### config.mk
export PLATFORM = sky130hd
export DESIGN_NAME = ar_tag_allocator_flat
export DESIGN_NICKNAME = d
export VERILOG_FILES = /design/src/rtl/ar_tag_allocator_if.sv /design/src/rtl/ar_tag_allocator.sv /design/src/flat_wrapper.sv
export SDC_FILE = /design/constraint.sdc
export NUM_CORES = 1
export LEC_CHECK = 0
export CAP_MARGIN = 20
export CORE_MARGIN = 2
export CORE_UTILIZATION = 53
export DETAILED_ROUTE_END_ITERATION = 12
export GPL_TIMING_DRIVEN = 0
export PLACE_DENSITY = 0.76
export RECOVER_POWER = 100
export SLEW_MARGIN = 30
export SYNTH_ARGS = -nofsm -noshare
export SYNTH_HDL_FRONTEND = slang
export SYNTH_SLANG_ARGS = --single-unit
### constraint.sdc
create_clock -name clk -period 5.25 [get_ports clk]
set_input_delay 0.525 -clock clk [delete_from_list [all_inputs] [get_ports clk]]
set_output_delay 0.525 -clock clk [all_outputs]
set_load 0.02 [all_outputs]
### src/rtl/ar_tag_allocator_if.sv
// AXI read-address channel bundle carrying an internal tag alongside the AXI fields.
interface ar_if #(
    parameter int unsigned ID_WIDTH   = 4,
    parameter int unsigned ADDR_WIDTH = 32,
    parameter int unsigned LEN_WIDTH  = 8,
    parameter int unsigned TAG_WIDTH  = 4
);
    logic                  valid;
    logic                  ready;
    logic [ID_WIDTH-1:0]   id;
    logic [ADDR_WIDTH-1:0] addr;
    logic [LEN_WIDTH-1:0]  len;
    logic [2:0]            size;
    logic [1:0]            burst;
    logic [3:0]            qos;
    logic [TAG_WIDTH-1:0]  tagid;

    modport sender   (output valid, id, addr, len, size, burst, qos, tagid, input ready);
    modport receiver (input valid, id, addr, len, size, burst, qos, tagid, output ready);
endinterface

### src/rtl/ar_tag_allocator.sv
// Allocates a free internal tag per AR request, records id/len per tag and
// forwards the tagged request through a one-entry registered output stage.
module ar_tag_allocator #(
    parameter int unsigned ID_WIDTH   = 4,
    parameter int unsigned ADDR_WIDTH = 32,
    parameter int unsigned LEN_WIDTH  = 8,
    parameter int unsigned TAG_WIDTH  = 4
) (
    input  logic                 clk,
    input  logic                 rst,
    ar_if.receiver               in_if,
    ar_if.sender                 out_if,
    input  logic                 free_valid,
    input  logic [TAG_WIDTH-1:0] free_tag,
    input  logic [TAG_WIDTH-1:0] lookup_tag,
    output logic [ID_WIDTH-1:0]  lookup_id,
    output logic [LEN_WIDTH-1:0] lookup_len,
    output logic [TAG_WIDTH:0]   outstanding,
    output logic                 err_double_free
);
    localparam int unsigned NUM_TAGS = 2 ** TAG_WIDTH;

    logic [NUM_TAGS-1:0]   busy_q, busy_d;
    logic [TAG_WIDTH:0]    outstanding_q, outstanding_d;
    logic                  err_q, err_d;
    logic [ID_WIDTH-1:0]   id_tab_q [NUM_TAGS];
    logic [ID_WIDTH-1:0]   id_tab_d [NUM_TAGS];
    logic [LEN_WIDTH-1:0]  len_tab_q [NUM_TAGS];
    logic [LEN_WIDTH-1:0]  len_tab_d [NUM_TAGS];

    logic                  out_valid_q, out_valid_d;
    logic [ID_WIDTH-1:0]   out_id_q, out_id_d;
    logic [ADDR_WIDTH-1:0] out_addr_q, out_addr_d;
    logic [LEN_WIDTH-1:0]  out_len_q, out_len_d;
    logic [2:0]            out_size_q, out_size_d;
    logic [1:0]            out_burst_q, out_burst_d;
    logic [3:0]            out_qos_q, out_qos_d;
    logic [TAG_WIDTH-1:0]  out_tag_q, out_tag_d;

    logic [TAG_WIDTH-1:0]  sel;
    logic                  tags_avail;
    logic                  in_ready;
    logic                  accept;
    logic                  free_hit;
    logic                  unused_tagid;

    assign unused_tagid = ^in_if.tagid;

    // Scan downwards so the lowest free index is the last one assigned.
    always_comb begin
        sel = '0;
        for (int unsigned i = NUM_TAGS; i > 0; i--) begin
            if (!busy_q[TAG_WIDTH'(i - 1)]) sel = TAG_WIDTH'(i - 1);
        end
    end

    assign tags_avail = ~&busy_q;
    assign in_ready   = tags_avail && (!out_valid_q || out_if.ready);
    assign accept     = in_if.valid && in_ready;
    assign free_hit   = free_valid && busy_q[free_tag];

    always_comb begin
        busy_d    = busy_q;
        id_tab_d  = id_tab_q;
        len_tab_d = len_tab_q;
        if (accept) begin
            busy_d[sel]    = 1'b1;
            id_tab_d[sel]  = in_if.id;
            len_tab_d[sel] = in_if.len;
        end
        // sel is never busy, so a hit can never target the tag being allocated.
        if (free_hit) busy_d[free_tag] = 1'b0;
        outstanding_d = outstanding_q + (TAG_WIDTH + 1)'(accept) - (TAG_WIDTH + 1)'(free_hit);
        err_d         = err_q || (free_valid && !busy_q[free_tag]);
    end

    always_comb begin
        out_valid_d = out_valid_q;
        out_id_d    = out_id_q;
        out_addr_d  = out_addr_q;
        out_len_d   = out_len_q;
        out_size_d  = out_size_q;
        out_burst_d = out_burst_q;
        out_qos_d   = out_qos_q;
        out_tag_d   = out_tag_q;
        if (accept) begin
            out_valid_d = 1'b1;
            out_id_d    = in_if.id;
            out_addr_d  = in_if.addr;
            out_len_d   = in_if.len;
            out_size_d  = in_if.size;
            out_burst_d = in_if.burst;
            out_qos_d   = in_if.qos;
            out_tag_d   = sel;
        end else if (out_if.ready) begin
            out_valid_d = 1'b0;
        end
    end

    always_ff @(posedge clk) begin
        if (!rst) begin
            busy_q        <= '0;
            outstanding_q <= '0;
            err_q         <= 1'b0;
            out_valid_q   <= 1'b0;
            out_id_q      <= '0;
            out_addr_q    <= '0;
            out_len_q     <= '0;
            out_size_q    <= '0;
            out_burst_q   <= '0;
            out_qos_q     <= '0;
            out_tag_q     <= '0;
        end else begin
            busy_q        <= busy_d;
            outstanding_q <= outstanding_d;
            err_q         <= err_d;
            out_valid_q   <= out_valid_d;
            out_id_q      <= out_id_d;
            out_addr_q    <= out_addr_d;
            out_len_q     <= out_len_d;
            out_size_q    <= out_size_d;
            out_burst_q   <= out_burst_d;
            out_qos_q     <= out_qos_d;
            out_tag_q     <= out_tag_d;
        end
    end

    // Table is not reset; entries are only meaningful while their tag is busy.
    always_ff @(posedge clk) begin
        id_tab_q  <= id_tab_d;
        len_tab_q <= len_tab_d;
    end

    assign in_if.ready     = in_ready;
    assign out_if.valid    = out_valid_q;
    assign out_if.id       = out_id_q;
    assign out_if.addr     = out_addr_q;
    assign out_if.len      = out_len_q;
    assign out_if.size     = out_size_q;
    assign out_if.burst    = out_burst_q;
    assign out_if.qos      = out_qos_q;
    assign out_if.tagid    = out_tag_q;
    assign lookup_id       = id_tab_q[lookup_tag];
    assign lookup_len      = len_tab_q[lookup_tag];
    assign outstanding     = outstanding_q;
    assign err_double_free = err_q;
endmodule
### src/flat_wrapper.sv
// flat-port wrapper written by rule: the top's interface ports become plain ports
module ar_tag_allocator_flat 
#(
    parameter int unsigned ID_WIDTH   = 4,
    parameter int unsigned ADDR_WIDTH = 32,
    parameter int unsigned LEN_WIDTH  = 8,
    parameter int unsigned TAG_WIDTH  = 4
)
  (clk, rst, free_valid, free_tag, lookup_tag, lookup_id, lookup_len, outstanding, err_double_free, in_if_valid, in_if_id, in_if_addr, in_if_len, in_if_size, in_if_burst, in_if_qos, in_if_tagid, in_if_ready, out_if_valid, out_if_id, out_if_addr, out_if_len, out_if_size, out_if_burst, out_if_qos, out_if_tagid, out_if_ready);
  ar_if #(.ID_WIDTH(ID_WIDTH), .ADDR_WIDTH(ADDR_WIDTH), .LEN_WIDTH(LEN_WIDTH), .TAG_WIDTH(TAG_WIDTH)) in_if_i ();
  ar_if #(.ID_WIDTH(ID_WIDTH), .ADDR_WIDTH(ADDR_WIDTH), .LEN_WIDTH(LEN_WIDTH), .TAG_WIDTH(TAG_WIDTH)) out_if_i ();
  input  logic clk;
  input  logic rst;
  input  logic free_valid;
  input  logic [TAG_WIDTH-1:0] free_tag;
  input  logic [TAG_WIDTH-1:0] lookup_tag;
  output logic [ID_WIDTH-1:0] lookup_id;
  output logic [LEN_WIDTH-1:0] lookup_len;
  output logic [TAG_WIDTH:0] outstanding;
  output logic err_double_free;
  input wire logic [$bits(in_if_i.valid)-1:0] in_if_valid;
  input wire logic [$bits(in_if_i.id)-1:0] in_if_id;
  input wire logic [$bits(in_if_i.addr)-1:0] in_if_addr;
  input wire logic [$bits(in_if_i.len)-1:0] in_if_len;
  input wire logic [$bits(in_if_i.size)-1:0] in_if_size;
  input wire logic [$bits(in_if_i.burst)-1:0] in_if_burst;
  input wire logic [$bits(in_if_i.qos)-1:0] in_if_qos;
  input wire logic [$bits(in_if_i.tagid)-1:0] in_if_tagid;
  output wire logic [$bits(in_if_i.ready)-1:0] in_if_ready;
  output wire logic [$bits(out_if_i.valid)-1:0] out_if_valid;
  output wire logic [$bits(out_if_i.id)-1:0] out_if_id;
  output wire logic [$bits(out_if_i.addr)-1:0] out_if_addr;
  output wire logic [$bits(out_if_i.len)-1:0] out_if_len;
  output wire logic [$bits(out_if_i.size)-1:0] out_if_size;
  output wire logic [$bits(out_if_i.burst)-1:0] out_if_burst;
  output wire logic [$bits(out_if_i.qos)-1:0] out_if_qos;
  output wire logic [$bits(out_if_i.tagid)-1:0] out_if_tagid;
  input wire logic [$bits(out_if_i.ready)-1:0] out_if_ready;
  assign in_if_i.valid = in_if_valid;
  assign in_if_i.id = in_if_id;
  assign in_if_i.addr = in_if_addr;
  assign in_if_i.len = in_if_len;
  assign in_if_i.size = in_if_size;
  assign in_if_i.burst = in_if_burst;
  assign in_if_i.qos = in_if_qos;
  assign in_if_i.tagid = in_if_tagid;
  assign in_if_ready = in_if_i.ready;
  assign out_if_valid = out_if_i.valid;
  assign out_if_id = out_if_i.id;
  assign out_if_addr = out_if_i.addr;
  assign out_if_len = out_if_i.len;
  assign out_if_size = out_if_i.size;
  assign out_if_burst = out_if_i.burst;
  assign out_if_qos = out_if_i.qos;
  assign out_if_tagid = out_if_i.tagid;
  assign out_if_i.ready = out_if_ready;
  ar_tag_allocator #(.ID_WIDTH(ID_WIDTH), .ADDR_WIDTH(ADDR_WIDTH), .LEN_WIDTH(LEN_WIDTH), .TAG_WIDTH(TAG_WIDTH)) u_core (.clk(clk), .rst(rst), .in_if(in_if_i), .out_if(out_if_i), .free_valid(free_valid), .free_tag(free_tag), .lookup_tag(lookup_tag), .lookup_id(lookup_id), .lookup_len(lookup_len), .outstanding(outstanding), .err_double_free(err_double_free));
endmodule
==> results of run 1 <==
## cells by family (layout without fill, tap and decap cells)
family | count (synthesis) | after routing | share of synthesized area, %
flops | 272 | 272 | 67.22
simple gates | 182 | 182 | 7.763
compound gates | 99 | 99 | 7.581
mux | 66 | 66 | 13.45
buf+inv | 52 | 244 | 2.911
fa+ha+maj | 6 | 6 | 0.7535
xor+xnor | 4 | 4 | 0.3196
## final timing paths
path                                      start                                   to
min reg2reg  u_core.out_if.addr[8]$_SDFFE_PN0P_   u_core.out_if.addr[8]$_SDFFE_PN0P_
max                               lookup_tag[1]                         lookup_id[2]
max reg2reg         u_core.busy_q[7]$_SDFF_PN0_          u_core.busy_q[5]$_SDFF_PN0_
min                                         rst  u_core.out_if.tagid[3]$_SDFFE_PN0P_
## tightest hold or removal path, cell delays in order
cell,delay (ns)
clkbuf_8,0.14
clkbuf_8,0.17
o211a_1,0.11
## through the flow
step                      instances  util, %  cell area (sq um)
after detailed placement       1094    63.13              12770
after global placement         1088    62.61              12670
after floorplan                 681        -              10960
after CTS                      1143    67.17              13590
final                          1143    65.97              13350
after global routing           1143    65.97              13350
## flip-flops by register name, summed over array words and instances (netlist names)
| name | flops |
|---|---|
| u_core.err_double_free | 1 |
| u_core.out_if.id | 4 |
| u_core.out_if.len | 8 |
| u_core.out_if.burst | 2 |
| u_core.id_tab_q | 64 |
| u_core.out_if.addr | 32 |
| u_core.out_if.tagid | 4 |
| u_core.outstanding | 5 |
| u_core.out_if.qos | 4 |
| u_core.out_if.valid | 1 |
| u_core.busy_q | 16 |
| u_core.len_tab_q | 128 |
| u_core.out_if.size | 3 |
## per-layer routing
metal  wire length [um]  global-route usage, %  part of all wire [%]  up-vias
met5                  0                      0                     0        -
met4                672                  6.875                   2.5        0
met3               2445                  7.407                   9.1       57
met2              13470                  43.58                    50      310
met1              10400                  31.75                    39     3276
li1                   -                      -                     -     2945
## cells in the final DEF, fill, tap and decap left out, types with 5 or more instances in the layout
cell type,Yosys,layout
a21oi_1,9,10
edfxtp_1,192,192
a21boi_0,30,49
nor2_1,13,16
o21ai_0,6,8
nor3_1,4,5
o221a_1,5,5
clkbuf_1,10,38
ha_1,5,5
dlygate4sd3_1,0,87
o221a_2,8,8
dfxtp_1,80,80
clkbuf_8,3,8
clkdlybuf4s50_1,0,50
mux4_2,61,61
nand2_1,123,124
inv_1,14,15
clkbuf_16,0,27
nor2b_1,5,5
## layout make-up
class	count	area [sq um]	share of cell area (%)
Buffer	37	210.2	1.575
Clock buffer	40	774.5	5.802
Clock inverter	9	42.54	0.3187
Inverter	15	56.30	0.4218
Multi-Input combinational cell	357	3166	23.72
Sequential cell	272	7367	55.19
Tap cell	270	337.8	2.531
Timing Repair Buffer	143	1394	10.44
## power groups by stage
stage	sequential, mW	clock [mW]	combinational [mW]
final	2.38	1.78	0.513
after global routing	2.39	1.88	0.554
after CTS	2.38	1.80	0.552
after detailed placement	2.43	0	0.547
after global placement	2.42	0	0.530
after floorplan	2.47	0	0.260
==> results.md, run 1 <==
- I/O pin total: 147
- VDD IR max: about 0.25 mV
- Synth area leader: edfxtp_1
- Post-synth EDFFs: ~190
- Worst path bufs/invs: 3
- Slew Limit Fails: 42
- Post-Syn Instances: 681
- Synth warn: 0
- Min Hold Slack: ~0.46 ns
- GR Util All Layers: roughly a quarter
- Post-CTS sizing: 0
- RSZ-0062 raised after global routing: no
- Worst path depth: 5
- Arrival @ worst endpoint: 3.44 ns
- Mean post-synth cell area: about 16 sq um
- Clock sinks: 272
- Clock share of power: 38.1%
- Combinational Power Share: a little over a tenth
- Congestion Overflow GR: 0
- Leak Pwr: between 4 and 5 nW
- RD Place Congestion: 0.9084
- First-pass GRT wire length: 41.08 mm
- CP Cell Sequence: clkbuf_1 > clkbuf_1 > mux4_2 > mux4_2 > dlygate4sd3_1
- Clock root cell: clkbuf_16
- Worst Hold Class: input pin to flip-flop
- Die ar.: 21840 sq um
- Setup tns final: 0 ns
- Routed WL per cell: between 20 and 25 um
- First-pass iteration count of the detailed router: 4
- Final Hold Fails: 0
- Fin crit period: 3.962 ns
- Pwr Total: approximately 4.7 mW
- Core area: around 20000 sq um
- Internal: between 3 and 4 mW
- DR vias: around 6600
- R2R depth: 7
- Initial antenna violation count: 0
- Final Setup Violations: 0
- Vias in the first global route: between 7000 and 8000
- Initial Util: a little over half
- Cts hold-fix bufs: 0
- Cell area after synthesis: about 11000 sq um
- Crit Path Max Fanout: 10
- Clk_lat worst skew: roughly 0.53 ns
- Pwr per Cell Area: 350.4 nW/um^2
- Die span in y: between 100 and 150 um
- Slew HR: -21.68%
- Worst-Margin Slew: about 1.8 ns
- Most frequent cells after synthesis: edfxtp_1, nand2_1, dfxtp_1
- Pre-CTS setup slack: 1.711 ns
- Register area share after synthesis: a little under 70%
- Ys async rst share: 0%
- IO buf count: 137
- Largest delay share family, worst path: buffers and inverters
- Sequential share of power: a little over 50%
- Fmax: ~0.25 GHz
- CTS tree: done
- H-tree Lvls: 1
- Net switching power: between 1 and 1.5 mW
- Synth cell types: 56
- Hold depth: 3
- DRC: 0
- CP endpoint kind: primary output
- Crit path largest cell delay: around 0.67 ns
- Slowest CP cell: clkbuf_1
- Area delta synth->final: 21.79%
- Worst reg2reg setup slack: between 1.5 and 2 ns
- Synth top area cells: edfxtp_1, dfxtp_1, mux4_2
- Sw Ratio: a little under a quarter
- DR vias/cell: 5.764
- Largest net degree at the start of global routing: 18
- Count leader, synth: edfxtp_1
- Skew final: about 0.011 ns
- Net count, final: 929
- Antenna Cells: 0
- Layout cells sized above 1: about 15%
- Share of the synthesized area in the top cell type: a little over half
- Period Utilization, post-route: between 70% and 80%
- DP HPWL: 17.86 mm
- Max Cap Viol: 6
- Status: finished, violations left
- Post-route ant nets: 0
- Post-CTS Setup Bufs: 0
- Total wire length: between 20 and 30 mm
- Std-Cell Rows: 52
- Critical path type: input pin to primary output
- CP Data Required Time: about 4.7 ns
- Final WS setup: between 1 and 1.5 ns
- CTS Buf Count: 27
- Initial DRC count: about 440
- Synth Net Count: 757
- Max clock buf depth: 3
- Synth Flop Type: edfxtp_1
- Fillers: between 1000 and 1500
- Failing checks: capacitance limit, slew limit
- Clock transition at path regs: 0.06 ns
- Startpoint types: input pin
- Synthesized flop and latch total: about 270
- Die width: 147.8 um
Power figures use the tool's default switching activity.
==> run 2, diff against run 1 <==
==> constraint.sdc (replaced) <==
create_clock -name clk -period 3.8 [get_ports clk]
set_input_delay 0.38 -clock clk [delete_from_list [all_inputs] [get_ports clk]]
set_output_delay 0.38 -clock clk [all_outputs]
set_load 0.02 [all_outputs]
==> run 2 against run 1 <==
Compared with the run above:
- the run still ends with capacitance limit, slew limit left
- final cell count did not move
- sequential share of layout area barely moved
- global-route usage did not move
- highest routed layer unchanged
==> results.md, run 2 (synthesis results as in run 1) <==
- Largest net degree at the start of global routing: 18 (unchanged)
- Sequential share of power: 50.9% (about the same)
- Die span in y: 147.8 um (unchanged)
- Period Utilization, post-route: about 88%
- Crit Path Max Fanout: 10 (unchanged)
- Initial Util: 54.16% (unchanged)
- Vias in the first global route: 7036 (unchanged)
- Sw Ratio: 22.92% (about the same)
- Slew HR: -16.16% (+5.5 points)
- Die width: 147.8 um (unchanged)
- DR vias/cell: 5.803 (+0.68%)
- Clock transition at path regs: 0.06 ns (about the same)
- DRC: 0 (unchanged)
- Slowest CP cell: dlygate4sd3_1
- Std-Cell Rows: 52 (unchanged)
- CTS tree: done
- CP endpoint kind: primary output
- Net count, final: 929 (unchanged)
- Core area: 20230 sq um (unchanged)
- Cts hold-fix bufs: 0 (unchanged)
- Die ar.: 21840 sq um (unchanged)
- DP HPWL: 17.86 mm (unchanged)
- Failing checks: capacitance limit, slew limit
- Final Hold Fails: 0 (unchanged)
- Arrival @ worst endpoint: 2.96 ns (-0.48 ns)
- Crit path largest cell delay: 0.67 ns (about the same)
- Clock root cell: clkbuf_16
- Max Cap Viol: 4 (-2)
- Slew Limit Fails: 42 (unchanged)
- Met2 GRT Util: 43.58% (unchanged)
- Fmax: between 0.2 and 0.3 GHz
- Combinational Power Share: 11.0% (about the same)
- Fin crit period: between 3 and 4 ns
- Worst Hold Class: input pin to flip-flop
- Setup tns final: 0 ns (unchanged)
- Net switching power: 1.481 mW (+38%)
- Post-CTS Setup Bufs: 0 (unchanged)
- RSZ-0062 raised after global routing: no
- Internal: 4.980 mW (+38%)
- CP Cell Sequence: buf_2 > clkbuf_1 > mux4_2 > mux4_2 > dlygate4sd3_1
- Initial antenna violation count: 0 (unchanged)
- Post-route ant nets: 0 (unchanged)
- Crit-path most repeated cell: mux4_2
- First-pass iteration count of the detailed router: 5 (+1)
- Skew final: 0.01142 ns (+0.0005140 ns)
- Pwr per Cell Area: 483.9 nW/um^2 (+38%)
- Largest register FFs: 128 (unchanged)
- Total wire length: 27.05 mm (+0.24%)
- Post-CTS sizing: 0 (unchanged)
- Critical path type: input pin to primary output
- RD Place Congestion: 0.9084 (unchanged)
- Pwr Total: 6.461 mW (+38%)
- Area delta synth->final: 21.83% (about the same)
- H-tree Lvls: 1 (unchanged)
- VDD IR max: 0.3483 mV (+38%)
- First-pass GRT wire length: 41.08 mm (unchanged)
- Congestion Overflow GR: 0 (unchanged)
- Leak Pwr: 4.631 nW (about the same)
- Max clock buf depth: 3 (unchanged)
- Met3 global-route usage: 7.407% (unchanged)
- Layout cells sized above 1: 14.89% (+0.23 points)
- Routed WL per cell: 23.67 um (+0.24%)
- Final Setup Violations: 0 (unchanged)
- CTS Buf Count: 27 (unchanged)
- I/O pin total: 147 (unchanged)
- Largest register by flop count: u_core.len_tab_q
- Grt met1 use: 31.75% (unchanged)
- IO buf count: 137 (unchanged)
- Clock sinks: 272 (unchanged)
- Startpoint types: input pin
- Clk_lat worst skew: 0.53 ns (about the same)
- Antenna Cells: 0 (unchanged)
- Status: finished, violations left
- GR peak layer: met2
- Initial DRC count: 443 (+0.91%)
- CP Data Required Time: 3.42 ns (-1.30 ns)
- Worst-Margin Slew: 1.736 ns (-0.08239 ns)
- Clock share of power: 38.1% (about the same)
- GR Util All Layers: 25.37% (unchanged)
- Commonest non-fill, non-tap cells in the layout: edfxtp_1, nand2_1, dlygate4sd3_1
- Most common cell after layout, fill and taps aside: edfxtp_1
- DR vias: 6633 (+0.68%)
[run 2: cell types whose count changed in the layout (fill, tap and decap cells not counted), sizes merged]
cell           delta
dlygate4sd3       -1
clkbuf            -1
clkdlybuf4s50     +1
buf               +1
[run 2: critical path: cells and delay by family]
kind     cells  cell delay (ns)
buf+inv      3             1.63
mux          2             0.94
[run 2: power by group through the flow]
stage	Combinational, mW	Sequential, mW	Clock (mW)
final	0.710	3.29	2.46
after global routing	0.766	3.30	2.59
after CTS	0.763	3.29	2.48
after floorplan	0.359	3.41	0
after global placement	0.732	3.35	0
after detailed placement	0.756	3.35	0
[run 2: cell type report]
cell class | instances | area (sq um)
clock inverters | 9 | 42.54
multi-input cells | 357 | 3168
clock buffers | 40 | 774.5
repair buffers | 143 | 1394
flip-flops and latches | 272 | 7367
fillers | 1435 | 6883
well taps | 270 | 337.8
inverters | 15 | 56.30
plain buffers | 37 | 211.5
[run 2: layer usage]
metal	part of all wire, %	wire length, um
met5	0	0
met4	2.4	644
met3	9.5	2563
met2	50	13580
met1	38	10270
[run 2: path summary, 6_finish.rpt]
check | start | to | slack [ns] | cells past startpoint
worst max register to register | u_core.busy_q[0]$_SDFF_PN0_ | u_core.len_tab_q[64]$_DFFE_PP_ | 0.52 | 6
worst max-delay path | lookup_tag[1] | lookup_id[2] | 0.46 | 5
worst min register to register | u_core.out_if.addr[8]$_SDFFE_PN0P_ | u_core.out_if.addr[8]$_SDFFE_PN0P_ | 0.46 | 2
worst min-delay path | rst | u_core.out_if.tagid[3]$_SDFFE_PN0P_ | 0.32 | 3
[run 2: through the flow]
stage               cells  instance area [sq um]  utilization, %  hold slack [ns]  setup WS [ns]
global route         1143                  13350           65.98           0.3191         0.3035
floorplan             681                  10960               -           0.4789         0.8066
CTS                  1143                  13590           67.17           0.3087         0.5431
global placement     1088                  12670           62.61           0.4416         0.3693
detailed placement   1094                  12770           63.13           0.4514         0.5510
finish               1143                  13350           65.98           0.3164         0.4587
